<file path="src/rtl/sram_fifo_ctrl_pkg.sv">
// Shared definitions for the SRAM-backed FIFO controller: pointer width, default thresholds
// and the SRAM_FIFO_ALMOST_FLAGS_EN build switch that enables the almost_full/almost_empty flags.
package sram_fifo_ctrl_pkg;

  localparam int DEFAULT_DATA_WIDTH       = 8;
  localparam int DEFAULT_ADDR_WIDTH       = 8;
  localparam int DEFAULT_ALMOST_EMPTY_LVL = 2;

  // One extra pointer bit acts as the wrap flag that distinguishes full from empty
  function automatic int ptr_width(input int addr_width);
    return addr_width + 1;
  endfunction

  function automatic int default_almost_full_lvl(input int addr_width);
    return (1 << addr_width) - 2;
  endfunction

`ifdef SRAM_FIFO_ALMOST_FLAGS_EN
  localparam bit ALMOST_FLAGS_EN = 1'b1;
`else
  localparam bit ALMOST_FLAGS_EN = 1'b0;
`endif

endpackage

</file>
<file path="src/rtl/sram_fifo_ctrl_if.sv">
// Producer/consumer handshake plus the dual-port memory bus driven by sram_fifo_ctrl.
// The slave modport is the controller's view; master is the surrounding environment.
interface sram_fifo_ctrl_if #(
  parameter int DATA_WIDTH = 8,
  parameter int ADDR_WIDTH = 8
);

  logic [DATA_WIDTH-1:0] in_data;
  logic                  in_valid;
  logic                  in_ready;
  logic [DATA_WIDTH-1:0] out_data;
  logic                  out_valid;
  logic                  out_ready;
  logic                  mem_wEn;
  logic [ADDR_WIDTH-1:0] mem_wAddr;
  logic [DATA_WIDTH-1:0] mem_dIn;
  logic [ADDR_WIDTH-1:0] mem_rAddr;
  logic [DATA_WIDTH-1:0] mem_dOut;

  modport slave (
    input  in_data, in_valid, out_ready, mem_dOut,
    output in_ready, out_data, out_valid, mem_wEn, mem_wAddr, mem_dIn, mem_rAddr
  );

  modport master (
    output in_data, in_valid, out_ready, mem_dOut,
    input  in_ready, out_data, out_valid, mem_wEn, mem_wAddr, mem_dIn, mem_rAddr
  );

endinterface

</file>
<file path="src/rtl/sram_fifo_ctrl_fifo_ptr_flags.sv">
// Read/write pointers, occupancy count and full/empty flags for the SRAM FIFO.
// Optional registered almost flags are built when SRAM_FIFO_ALMOST_FLAGS_EN is defined.
module fifo_ptr_flags
  import sram_fifo_ctrl_pkg::*;
#(
  parameter int ADDR_WIDTH = DEFAULT_ADDR_WIDTH
`ifdef SRAM_FIFO_ALMOST_FLAGS_EN
  ,
  parameter int ALMOST_FULL_LVL  = default_almost_full_lvl(ADDR_WIDTH),
  parameter int ALMOST_EMPTY_LVL = DEFAULT_ALMOST_EMPTY_LVL
`endif
) (
  input  logic                            clock,
  input  logic                            reset_n,
  input  logic                            clear,
  input  logic                            push,
  input  logic                            pop,
  output logic [ADDR_WIDTH-1:0]           wr_addr,
  output logic [ADDR_WIDTH-1:0]           rd_addr,
  output logic [ptr_width(ADDR_WIDTH)-1:0] count,
  output logic                            empty,
  output logic                            full
`ifdef SRAM_FIFO_ALMOST_FLAGS_EN
  ,
  output logic                            almost_full,
  output logic                            almost_empty
`endif
);

  localparam int PW = ptr_width(ADDR_WIDTH);
  localparam logic [PW-1:0] ONE = PW'(1);

  logic [PW-1:0] wr_ptr;
  logic [PW-1:0] rd_ptr;
  logic [PW-1:0] count_q;
  logic [PW-1:0] count_next;

  // Occupancy only moves when exactly one side transfers; clear wins over both
  always_comb begin
    count_next = count_q;
    if (clear) begin
      count_next = '0;
    end else if (push && !pop) begin
      count_next = count_q + ONE;
    end else if (pop && !push) begin
      count_next = count_q - ONE;
    end
  end

  always_ff @(posedge clock or negedge reset_n) begin
    if (!reset_n) begin
      wr_ptr  <= '0;
      rd_ptr  <= '0;
      count_q <= '0;
    end else begin
      count_q <= count_next;
      if (clear) begin
        wr_ptr <= '0;
        rd_ptr <= '0;
      end else begin
        if (push) wr_ptr <= wr_ptr + ONE;
        if (pop)  rd_ptr <= rd_ptr + ONE;
      end
    end
  end

  assign wr_addr = wr_ptr[PW-2:0];
  assign rd_addr = rd_ptr[PW-2:0];
  assign count   = count_q;
  assign empty   = (wr_ptr == rd_ptr);
  assign full    = (wr_ptr[PW-2:0] == rd_ptr[PW-2:0]) && (wr_ptr[PW-1] != rd_ptr[PW-1]);

`ifdef SRAM_FIFO_ALMOST_FLAGS_EN
  localparam logic [PW-1:0] AF_LVL = PW'(ALMOST_FULL_LVL);
  localparam logic [PW-1:0] AE_LVL = PW'(ALMOST_EMPTY_LVL);

  // Flags follow count_next so they line up with the registered count
  always_ff @(posedge clock or negedge reset_n) begin
    if (!reset_n) begin
      almost_full  <= 1'b0;
      almost_empty <= 1'b1;
    end else begin
      almost_full  <= (count_next >= AF_LVL);
      almost_empty <= (count_next <= AE_LVL);
    end
  end
`endif

endmodule

</file>
<file path="src/rtl/sram_fifo_ctrl.sv">
// First-word-fall-through FIFO controller around an async-read, sync-write dual-port memory.
// Define SRAM_FIFO_ALMOST_FLAGS_EN to add the almost_full/almost_empty outputs.
module sram_fifo_ctrl
  import sram_fifo_ctrl_pkg::*;
#(
  parameter int DATA_WIDTH = DEFAULT_DATA_WIDTH,
  parameter int ADDR_WIDTH = DEFAULT_ADDR_WIDTH
`ifdef SRAM_FIFO_ALMOST_FLAGS_EN
  ,
  parameter int ALMOST_FULL_LVL  = default_almost_full_lvl(ADDR_WIDTH),
  parameter int ALMOST_EMPTY_LVL = DEFAULT_ALMOST_EMPTY_LVL
`endif
) (
  input  logic                             clock,
  input  logic                             reset_n,
  input  logic                             clear,
  sram_fifo_ctrl_if.slave                  bus,
  output logic [ptr_width(ADDR_WIDTH)-1:0] count
`ifdef SRAM_FIFO_ALMOST_FLAGS_EN
  ,
  output logic                             almost_full,
  output logic                             almost_empty
`endif
);

  logic                  empty;
  logic                  full;
  logic                  in_ready_int;
  logic                  out_valid_int;
  logic                  push;
  logic                  pop;
  logic [DATA_WIDTH-1:0] head_word;

  // Handshakes depend only on registered pointers (and reset), never on valid/ready inputs
  assign in_ready_int  = reset_n & ~full;
  assign out_valid_int = ~empty;
  assign push          = bus.in_valid & in_ready_int;
  assign pop           = out_valid_int & bus.out_ready;

  assign bus.in_ready  = in_ready_int;
  assign bus.out_valid = out_valid_int;
  assign bus.mem_wEn   = push;
  assign bus.mem_dIn   = bus.in_data;
  assign head_word     = bus.mem_dOut;
  assign bus.out_data  = head_word;

  fifo_ptr_flags #(
    .ADDR_WIDTH       (ADDR_WIDTH)
`ifdef SRAM_FIFO_ALMOST_FLAGS_EN
    ,
    .ALMOST_FULL_LVL  (ALMOST_FULL_LVL),
    .ALMOST_EMPTY_LVL (ALMOST_EMPTY_LVL)
`endif
  ) u_ptr_flags (
    .clock        (clock),
    .reset_n      (reset_n),
    .clear        (clear),
    .push         (push),
    .pop          (pop),
    .wr_addr      (bus.mem_wAddr),
    .rd_addr      (bus.mem_rAddr),
    .count        (count),
    .empty        (empty),
    .full         (full)
`ifdef SRAM_FIFO_ALMOST_FLAGS_EN
    ,
    .almost_full  (almost_full),
    .almost_empty (almost_empty)
`endif
  );

endmodule

</file>
<file path="src/flat_wrapper.sv">
// flat-port wrapper written by rule: the top's interface ports become plain ports
module sram_fifo_ctrl_flat import sram_fifo_ctrl_pkg::*;
#(
  parameter int DATA_WIDTH = DEFAULT_DATA_WIDTH,
  parameter int ADDR_WIDTH = DEFAULT_ADDR_WIDTH

)
  (clock, reset_n, clear, count, bus_in_data, bus_in_valid, bus_out_ready, bus_mem_dOut, bus_in_ready, bus_out_data, bus_out_valid, bus_mem_wEn, bus_mem_wAddr, bus_mem_dIn, bus_mem_rAddr);
  sram_fifo_ctrl_if #(.DATA_WIDTH(DATA_WIDTH), .ADDR_WIDTH(ADDR_WIDTH)) bus_i ();
  input  logic clock;
  input  logic reset_n;
  input  logic clear;
  output logic [ptr_width(ADDR_WIDTH)-1:0] count;
  input wire logic [$bits(bus_i.in_data)-1:0] bus_in_data;
  input wire logic [$bits(bus_i.in_valid)-1:0] bus_in_valid;
  input wire logic [$bits(bus_i.out_ready)-1:0] bus_out_ready;
  input wire logic [$bits(bus_i.mem_dOut)-1:0] bus_mem_dOut;
  output wire logic [$bits(bus_i.in_ready)-1:0] bus_in_ready;
  output wire logic [$bits(bus_i.out_data)-1:0] bus_out_data;
  output wire logic [$bits(bus_i.out_valid)-1:0] bus_out_valid;
  output wire logic [$bits(bus_i.mem_wEn)-1:0] bus_mem_wEn;
  output wire logic [$bits(bus_i.mem_wAddr)-1:0] bus_mem_wAddr;
  output wire logic [$bits(bus_i.mem_dIn)-1:0] bus_mem_dIn;
  output wire logic [$bits(bus_i.mem_rAddr)-1:0] bus_mem_rAddr;
  assign bus_i.in_data = bus_in_data;
  assign bus_i.in_valid = bus_in_valid;
  assign bus_i.out_ready = bus_out_ready;
  assign bus_i.mem_dOut = bus_mem_dOut;
  assign bus_in_ready = bus_i.in_ready;
  assign bus_out_data = bus_i.out_data;
  assign bus_out_valid = bus_i.out_valid;
  assign bus_mem_wEn = bus_i.mem_wEn;
  assign bus_mem_wAddr = bus_i.mem_wAddr;
  assign bus_mem_dIn = bus_i.mem_dIn;
  assign bus_mem_rAddr = bus_i.mem_rAddr;
  sram_fifo_ctrl #(.DATA_WIDTH(DATA_WIDTH), .ADDR_WIDTH(ADDR_WIDTH)) u_core (.clock(clock), .reset_n(reset_n), .clear(clear), .bus(bus_i), .count(count));
endmodule
</file>
<file path="config.mk">
export PLATFORM = sky130hd
export DESIGN_NAME = sram_fifo_ctrl_flat
export DESIGN_NICKNAME = d
export VERILOG_FILES = /design/src/rtl/sram_fifo_ctrl_pkg.sv /design/src/rtl/sram_fifo_ctrl_if.sv /design/src/rtl/sram_fifo_ctrl_fifo_ptr_flags.sv /design/src/rtl/sram_fifo_ctrl.sv /design/src/flat_wrapper.sv
export SDC_FILE = /design/constraint.sdc
export NUM_CORES = 1
export LEC_CHECK = 0
export CAP_MARGIN = 30
export CORE_MARGIN = 2
export CORE_UTILIZATION = 40
export CTS_BUF_LIST = sky130_fd_sc_hd__clkbuf_4 sky130_fd_sc_hd__clkbuf_8 sky130_fd_sc_hd__clkbuf_16
export CTS_CLUSTER_SIZE = 25
export DETAILED_ROUTE_END_ITERATION = 8
export HOLD_SLACK_MARGIN = 0.06
export PLACE_DENSITY = 0.73
export SLEW_MARGIN = 20
export SYNTH_ARGS = -nofsm -noshare
export SYNTH_HDL_FRONTEND = slang
export SYNTH_SLANG_ARGS = --single-unit
</file>
<file path="constraint.sdc">
create_clock -name clock -period 3.4 [get_ports clock]
set_clock_uncertainty 0.05 [all_clocks]
set_input_delay 0.51 -clock clock [delete_from_list [all_inputs] [get_ports clock]]
set_output_delay 0.51 -clock clock [all_outputs]
set_load 0.01 [all_outputs]
</file>
==> summary.txt, run 1 <==
Setup path
  – WP data arrival: 3.28 ns
  – Top delay family on crit path: simple AND/OR/NAND/NOR gates
  – Max incr delay on CP: 0.49 ns
  – Flop2flop setup slack: 0.28 ns
  – Req. time, crit path: 3.56 ns
  – CP Cell Sequence: xnor2_1, nand4_1, nor3_2, o21ai_0, buf_4, ha_1, and3_1, a21oi_1, a31oi_1, or4b_1, nand4_1
  – Slowest-stage cell, CP: or4b_1
  – Worst Setup Start Kind: register
  – CP Max Fanout: 8
  – Setup CP Type: reg2reg
  – WP buf/inv: 1
  – Worst setup EP type: register
  – Top cell by count, worst path: nand4_1

Pwr
  – Maximum VDD drop: 410 µV
  – Lkg Pwr: 0.983 nW
  – P per Cell Area: 542 nW/µm²

CTS
  – Clock Path Buffers: 2
  – H-tree levels: 1
  – Worst-skew pair later-pin latency: 0.28 ns
  – Num Clock Sinks: 27
  – CTS tree: built
  – Clock buffer count from CTS: 3
  – Hold_buf cts: 0
  – Root buf cell: clkbuf_8
  – Reg clk slew, reported paths: 0.09 ns

Synth
  – Synth Area in Compound Gates: 14.6%
  – Synth area leaders: dfrtp_1 (31%), buf_4 (11%), xnor2_1 (6.1%)
  – Yosys top cell area share: 31.3%
  – Cell variety after synth: 43
  – Average cell area after synthesis: 8.87 µm²
  – Sequential share of the synthesized area: 31.3%
  – Async set-reset flop share out of synthesis: 100%
  – Post-Synth Simple-Gate Area: 19.2%
  – Post-synth top area cell: dfrtp_1
  – Largest family of logic cells by synthesized area: simple AND/OR/NAND/NOR gates
  – Post-synth EDFFs: 0
  – Syn Std Cell Area: 2160 µm²
  – Syn Inst Count: 243
  – Post-Synth XOR/XNOR Area: 7.25%
  – Syn nets: 274
  – Post-synthesis mux area share: 6.04%
  – Yosys warns: 0
  – Flops & latches, synth: 27
  – Post-synth top flop: dfrtp_1
  – Synth Area in Adders: 6.15%

Floorplan
  – IO Count: 65
  – Width of the die: 77.4 µm
  – Die Footprint: 5990 µm²
  – Initial Util: 41.9%
  – # rows: 26
  – Core area: 5140 µm²
  – Die height: 77.4 µm

STA
  – Worst Slack Setup Final: 0.282 ns
  – Final setup vio count: 0
  – Worst Max-Slew Pin Slew: 0.587 ns
  – Slew margin rel.: 60.7%
  – RSZ-0062 raised after global routing: false
  – Max Slew Vio Count: 0
  – Fmax: 321 MHz
  – Tcrit/Tclk final: 91.7%
  – Setup tns final: 0 ns
  – Minimum clock period: 3.12 ns
  – Final Hold Viols: 0

Flow run
  – Maxcap violations: 0

GRT
  – Global-route wire length before repair: 8.18 mm
  – Vias in the first global route: 1,740
  – Grt ovf: 0
  – GRT Total Usage: 16.6%
  – Initial antenna violation count: 0
  – Largest net degree at the start of global routing: 30

Worst hold path
  – Hold WC Path Type: reg2reg

Finish
  – FF/Latch Area: 676 µm²
  – Layout cells sized above 1: 12.7%
  – Most common cell after layout, fill and taps aside: clkdlybuf4s50_1
  – N_diodes: 0
  – Commonest non-fill, non-tap cells in the layout: clkdlybuf4s50_1 (32), dfrtp_1 (27), nor2_1 (16)
  – Fill cells: 533
  – Syn-to-layout area delta: 13.2%
  – Area of the multi-input gates: 1150 µm²
  – Final #Nets: 283

Route
  – Pre-Repair DR Iteration Count: 4
  – Routed len/inst: 14.4 µm
  – Routed Antenna Nets: 0
  – Iter 0 DRT Violations: 90
  – DRC: 0
  – Vias per cell: 5.55
  – Final WL: 4.63 mm
  – Routed vias: 1,781

Placement
  – Post-DP HPWL: 3.49 mm
  – Dpl ws: 0.211 ns
  – Port bufs: 32
  – GPL Wtd Cong: 0.890

Outcome
  – Outcome: completed
## Yosys cell counts (2+ instances only)
master      n
o21ai_0     6
dfrtp_1    27
o31ai_1     5
and4_1      2
or4_1       6
a31o_2      2
nand4_1    11
clkbuf_1    6
ha_1        9
nor3_1      9
buf_2       3
nand3_1     7
xnor2_1    15
nand2_1     6
o21a_1      3
or3_1       6
or2_2       2
inv_1      13
a31oi_1     4
mux2_1      2
o2111ai_1   2
nor2_1     16
nor2b_1     5
mux2_2      6
mux2i_1     4
o211ai_1    3
a311oi_1    2
a21oi_1    14
buf_4      32
and3_1      2
## report_power, final
| part | total, mW | switching [mW] | internal, mW | leakage (nW) |
|---|---|---|---|---|
| combinational | 0.708 | 0.348 | 0.360 | 0.591 |
| sequential | 0.421 | 0.0504 | 0.371 | 0.366 |
| clock | 0.195 | 0.103 | 0.0921 | 0.0262 |
## cell families after synthesis
family,Yosys count
buffers and inverters,55
DFF,27
muxes,12
AOI/OAI and AO/OA,47
adders and majority gates,10
xor gates and xnor gates,17
and+or+nand+nor,75
## final timing paths
path / start / endpoint / cells past startpoint
worst min-delay path: u_core.u_ptr_flags.count[5] / u_core.u_ptr_flags.count[5] / 1
min in group asynchronous: reset_n / u_core.u_ptr_flags.rd_ptr[0] / 2
worst max-delay path: u_core.u_ptr_flags.rd_ptr[3] / u_core.u_ptr_flags.count[8] / 11
worst min register to register: u_core.u_ptr_flags.count[5] / u_core.u_ptr_flags.count[5] / 1
worst max register to register: u_core.u_ptr_flags.rd_ptr[3] / u_core.u_ptr_flags.count[8] / 11
max in group asynchronous: reset_n / u_core.u_ptr_flags.rd_ptr[8] / 2
## sequential cells by signal, indices dropped and copies added, names as in the netlist
name	cells
u_core.u_ptr_flags.wr_ptr	9
u_core.u_ptr_flags.rd_ptr	9
u_core.u_ptr_flags.count	9
## stage by stage
step           util [%]  cell area [µm²]  cells  total power, mW  hold slack, ns
2_1_floorplan         -             2160    243            0.912           0.164
3_3_place_gp       46.3             2380    316             1.11           0.466
3_5_place_dp       46.3             2380    316             1.12           0.461
4_1_cts            47.2             2430    320             1.33           0.491
5_1_grt            47.5             2440    321             1.43           0.515
6_report           47.5             2440    321             1.32           0.481
## cell type report
| class | count | area share (%) |
|---|---|---|
| clock buffer | 4 | 2.00 |
| tap | 70 | 3.59 |
| inverter | 13 | 2.00 |
| multi-input combinational | 161 | 47.3 |
| sequential | 27 | 27.7 |
| timing repair buffer | 46 | 17.4 |
## routing by layer
metal / vias up / track usage, % / wire length, µm
met4: 0 / 4.64 / 31
met5: - / 0 / 0
met1: 871 / 21.0 / 2070
met2: 47 / 28.8 / 2320
li1: 859 / - / -
met3: 4 / 3.26 / 209
## timing repair
action	in CTS	in global routing
setup endpoints to repair	0	1
gates resized for setup	0	1
setup buffers	0	1
No activity file was read; power rests on OpenSTA's default activity.
==> run 2, diff against run 1 <==
--- a/config.mk
+++ b/config.mk
@@ -8,9 +8,10 @@
 export CAP_MARGIN = 30
 export CORE_MARGIN = 2
 export CORE_UTILIZATION = 40
-export CTS_BUF_LIST = sky130_fd_sc_hd__clkbuf_4 sky130_fd_sc_hd__clkbuf_8 sky130_fd_sc_hd__clkbuf_16
-export CTS_CLUSTER_SIZE = 25
+export CTS_BUF_LIST = sky130_fd_sc_hd__clkbuf_4 sky130_fd_sc_hd__clkbuf_8
+export CTS_CLUSTER_SIZE = 28
 export DETAILED_ROUTE_END_ITERATION = 8
+export GPL_ROUTABILITY_DRIVEN = 0
 export HOLD_SLACK_MARGIN = 0.06
 export PLACE_DENSITY = 0.73
 export SLEW_MARGIN = 20
==> results of run 2 <==
Same layout as run 1: the final DEF is identical, and so are final timing and power.
==> run 3, diff against run 2 <==
--- a/config.mk
+++ b/config.mk
@@ -8,12 +8,13 @@
 export CAP_MARGIN = 30
 export CORE_MARGIN = 2
 export CORE_UTILIZATION = 40
-export CTS_BUF_LIST = sky130_fd_sc_hd__clkbuf_4 sky130_fd_sc_hd__clkbuf_8
+export CTS_BUF_LIST = sky130_fd_sc_hd__clkbuf_4
 export CTS_CLUSTER_SIZE = 28
 export DETAILED_ROUTE_END_ITERATION = 8
 export GPL_ROUTABILITY_DRIVEN = 0
 export HOLD_SLACK_MARGIN = 0.06
 export PLACE_DENSITY = 0.73
+export SKIP_LAST_GASP = 1
 export SLEW_MARGIN = 20
 export SYNTH_ARGS = -nofsm -noshare
 export SYNTH_HDL_FRONTEND = slang
==> summary.txt, run 3 (synthesis results as in run 1) <==
CTS
  – Reg clk slew, reported paths: 0.14 ns
  – Root buf cell: clkbuf_4
  – Num Clock Sinks: 27
  – Clock Path Buffers: 2
  – CTS tree: built
  – Clock buffer count from CTS: 3
  – Worst-skew pair later-pin latency: 0.32 ns
  – H-tree levels: 1

Setup path
  – R2r worst-path depth: 11
  – Worst Setup Start Kind: register
  – Reg-to-reg endpoint: u_core.u_ptr_flags.count[8]
  – Setup CP Type: reg2out
  – Flop2flop setup slack: 0.30 ns
  – CP Max Fanout: 7
  – R2r startpoint: u_core.u_ptr_flags.rd_ptr[3]
  – Worst setup EP type: primary output
  – Req. time, crit path: 2.84 ns
  – WP data arrival: 2.58 ns

Finish
  – Layout cells sized above 1: 13.1%
  – Layout Utilization: 47.2%
  – Syn-to-layout area delta: 12.5%
  – Commonest non-fill, non-tap cells in the layout: clkdlybuf4s50_1 (32), dfrtp_1 (27), nor2_1 (16)
  – Most common cell after layout, fill and taps aside: clkdlybuf4s50_1
  – N_diodes: 0
  – Post-route design area: 2430 µm²
  – Final #Nets: 283

Floorplan
  – Die Footprint: 5990 µm²
  – Core area: 5140 µm²
  – # rows: 26
  – Initial Util: 41.9%
  – Die height: 77.4 µm
  – IO Count: 65
  – Width of the die: 77.4 µm

STA
  – Final setup vio count: 0
  – Final Hold Viols: 0
  – Minimum clock period: 3.14 ns
  – Setup tns final: 0 ns
  – Fmax: 318 MHz
  – Worst Max-Slew Pin Slew: 0.586 ns
  – Slew margin rel.: 60.8%
  – RSZ-0062 raised after global routing: false
  – Max Slew Vio Count: 0
  – Tcrit/Tclk final: 92.5%

Route
  – DRC: 0
  – Vias per cell: 5.55
  – Routed len/inst: 14.4 µm
  – Routed vias: 1,780
  – Routed Antenna Nets: 0
  – Pre-Repair DR Iteration Count: 5
  – Final WL: 4.61 mm
  – Iter 0 DRT Violations: 59

GRT
  – Vias in the first global route: 1,737
  – Global-route wire length before repair: 8.14 mm
  – Grt ovf: 0
  – Largest net degree at the start of global routing: 30
  – GRT Total Usage: 16.4%
  – Initial antenna violation count: 0

Pwr
  – Maximum VDD drop: 410 µV
  – Lkg Pwr: 0.975 nW
  – P per Cell Area: 528 nW/µm²

Outcome
  – Outcome: completed

Placement
  – Placed cell area: 2380 µm²
  – Port bufs: 32
  – Post-DP HPWL: 3.49 mm

Worst hold path
  – Hold WC Path Type: reg2reg
  – Hold Path Depth: 1
  – Hold endpoint: u_core.u_ptr_flags.count[5]
  – Hold_sp: u_core.u_ptr_flags.count[5]

Flow run
  – Maxcap violations: 0
run 3: final cells by class:
class	instances	area, µm²
inverter	13	48.8
timing repair buffer	46	425
clock buffer	4	30.0
fill	535	2710
sequential	27	676
tap	70	87.6
multi-input combinational	161	1160
run 3: power by group:
part	internal, mW	total (mW)	switching [mW]
registers	0.371	0.420	0.0496
logic	0.362	0.713	0.351
clock network	0.0539	0.148	0.0941
run 3: per-stage QoR:
step	setup WS [ns]	total power, mW	cells	hold slack, ns
global placement	0.297	1.11	316	0.466
floorplan	0.0711	0.912	243	0.164
detailed placement	0.211	1.12	316	0.461
CTS	0.249	1.28	320	0.502
finish	0.256	1.28	321	0.492
global route	0.0796	1.39	321	0.526
run 3: worst max-delay path by stage:
stage | startpoint | end | slack (ns) | depth (start not counted)
2_1_floorplan | u_core.u_ptr_flags.wr_ptr[4] | u_core.u_ptr_flags.count[8] | 0.07 | 11
3_3_place_gp | reset_n | u_core.u_ptr_flags.count[8] | 0.30 | 10
3_5_place_dp | reset_n | u_core.u_ptr_flags.count[8] | 0.21 | 10
4_1_cts | u_core.u_ptr_flags.wr_ptr[5] | u_core.u_ptr_flags.count[8] | 0.25 | 11
5_1_grt | u_core.u_ptr_flags.rd_ptr[3] | bus_mem_wEn | 0.08 | 6
6_report | u_core.u_ptr_flags.rd_ptr[3] | bus_mem_wEn | 0.26 | 6
run 3: routing by layer:
layer,up-vias,global-route usage [%],wire (µm)
met2,42,28.8,2310
met5,-,0,0
li1,860,-,-
met1,868,21.1,2070
met3,10,3.26,202
met4,0,3.21,36
run 3: timing repair:
action | CTS | global route
hold buffers | 0 | 0
setup endpoints to repair | 0 | 1
resized for setup | 0 | 2
buffers inserted | 0 | 1
run 3: critical path, stage by stage, from the launching register on:
cell,delay (ns)
dfrtp_1,0.49
xnor2_1,0.26
nand4_1,0.18
buf_4,0.18
o31ai_2,0.46
inv_1,0.18
clkdlybuf4s50_1,0.51
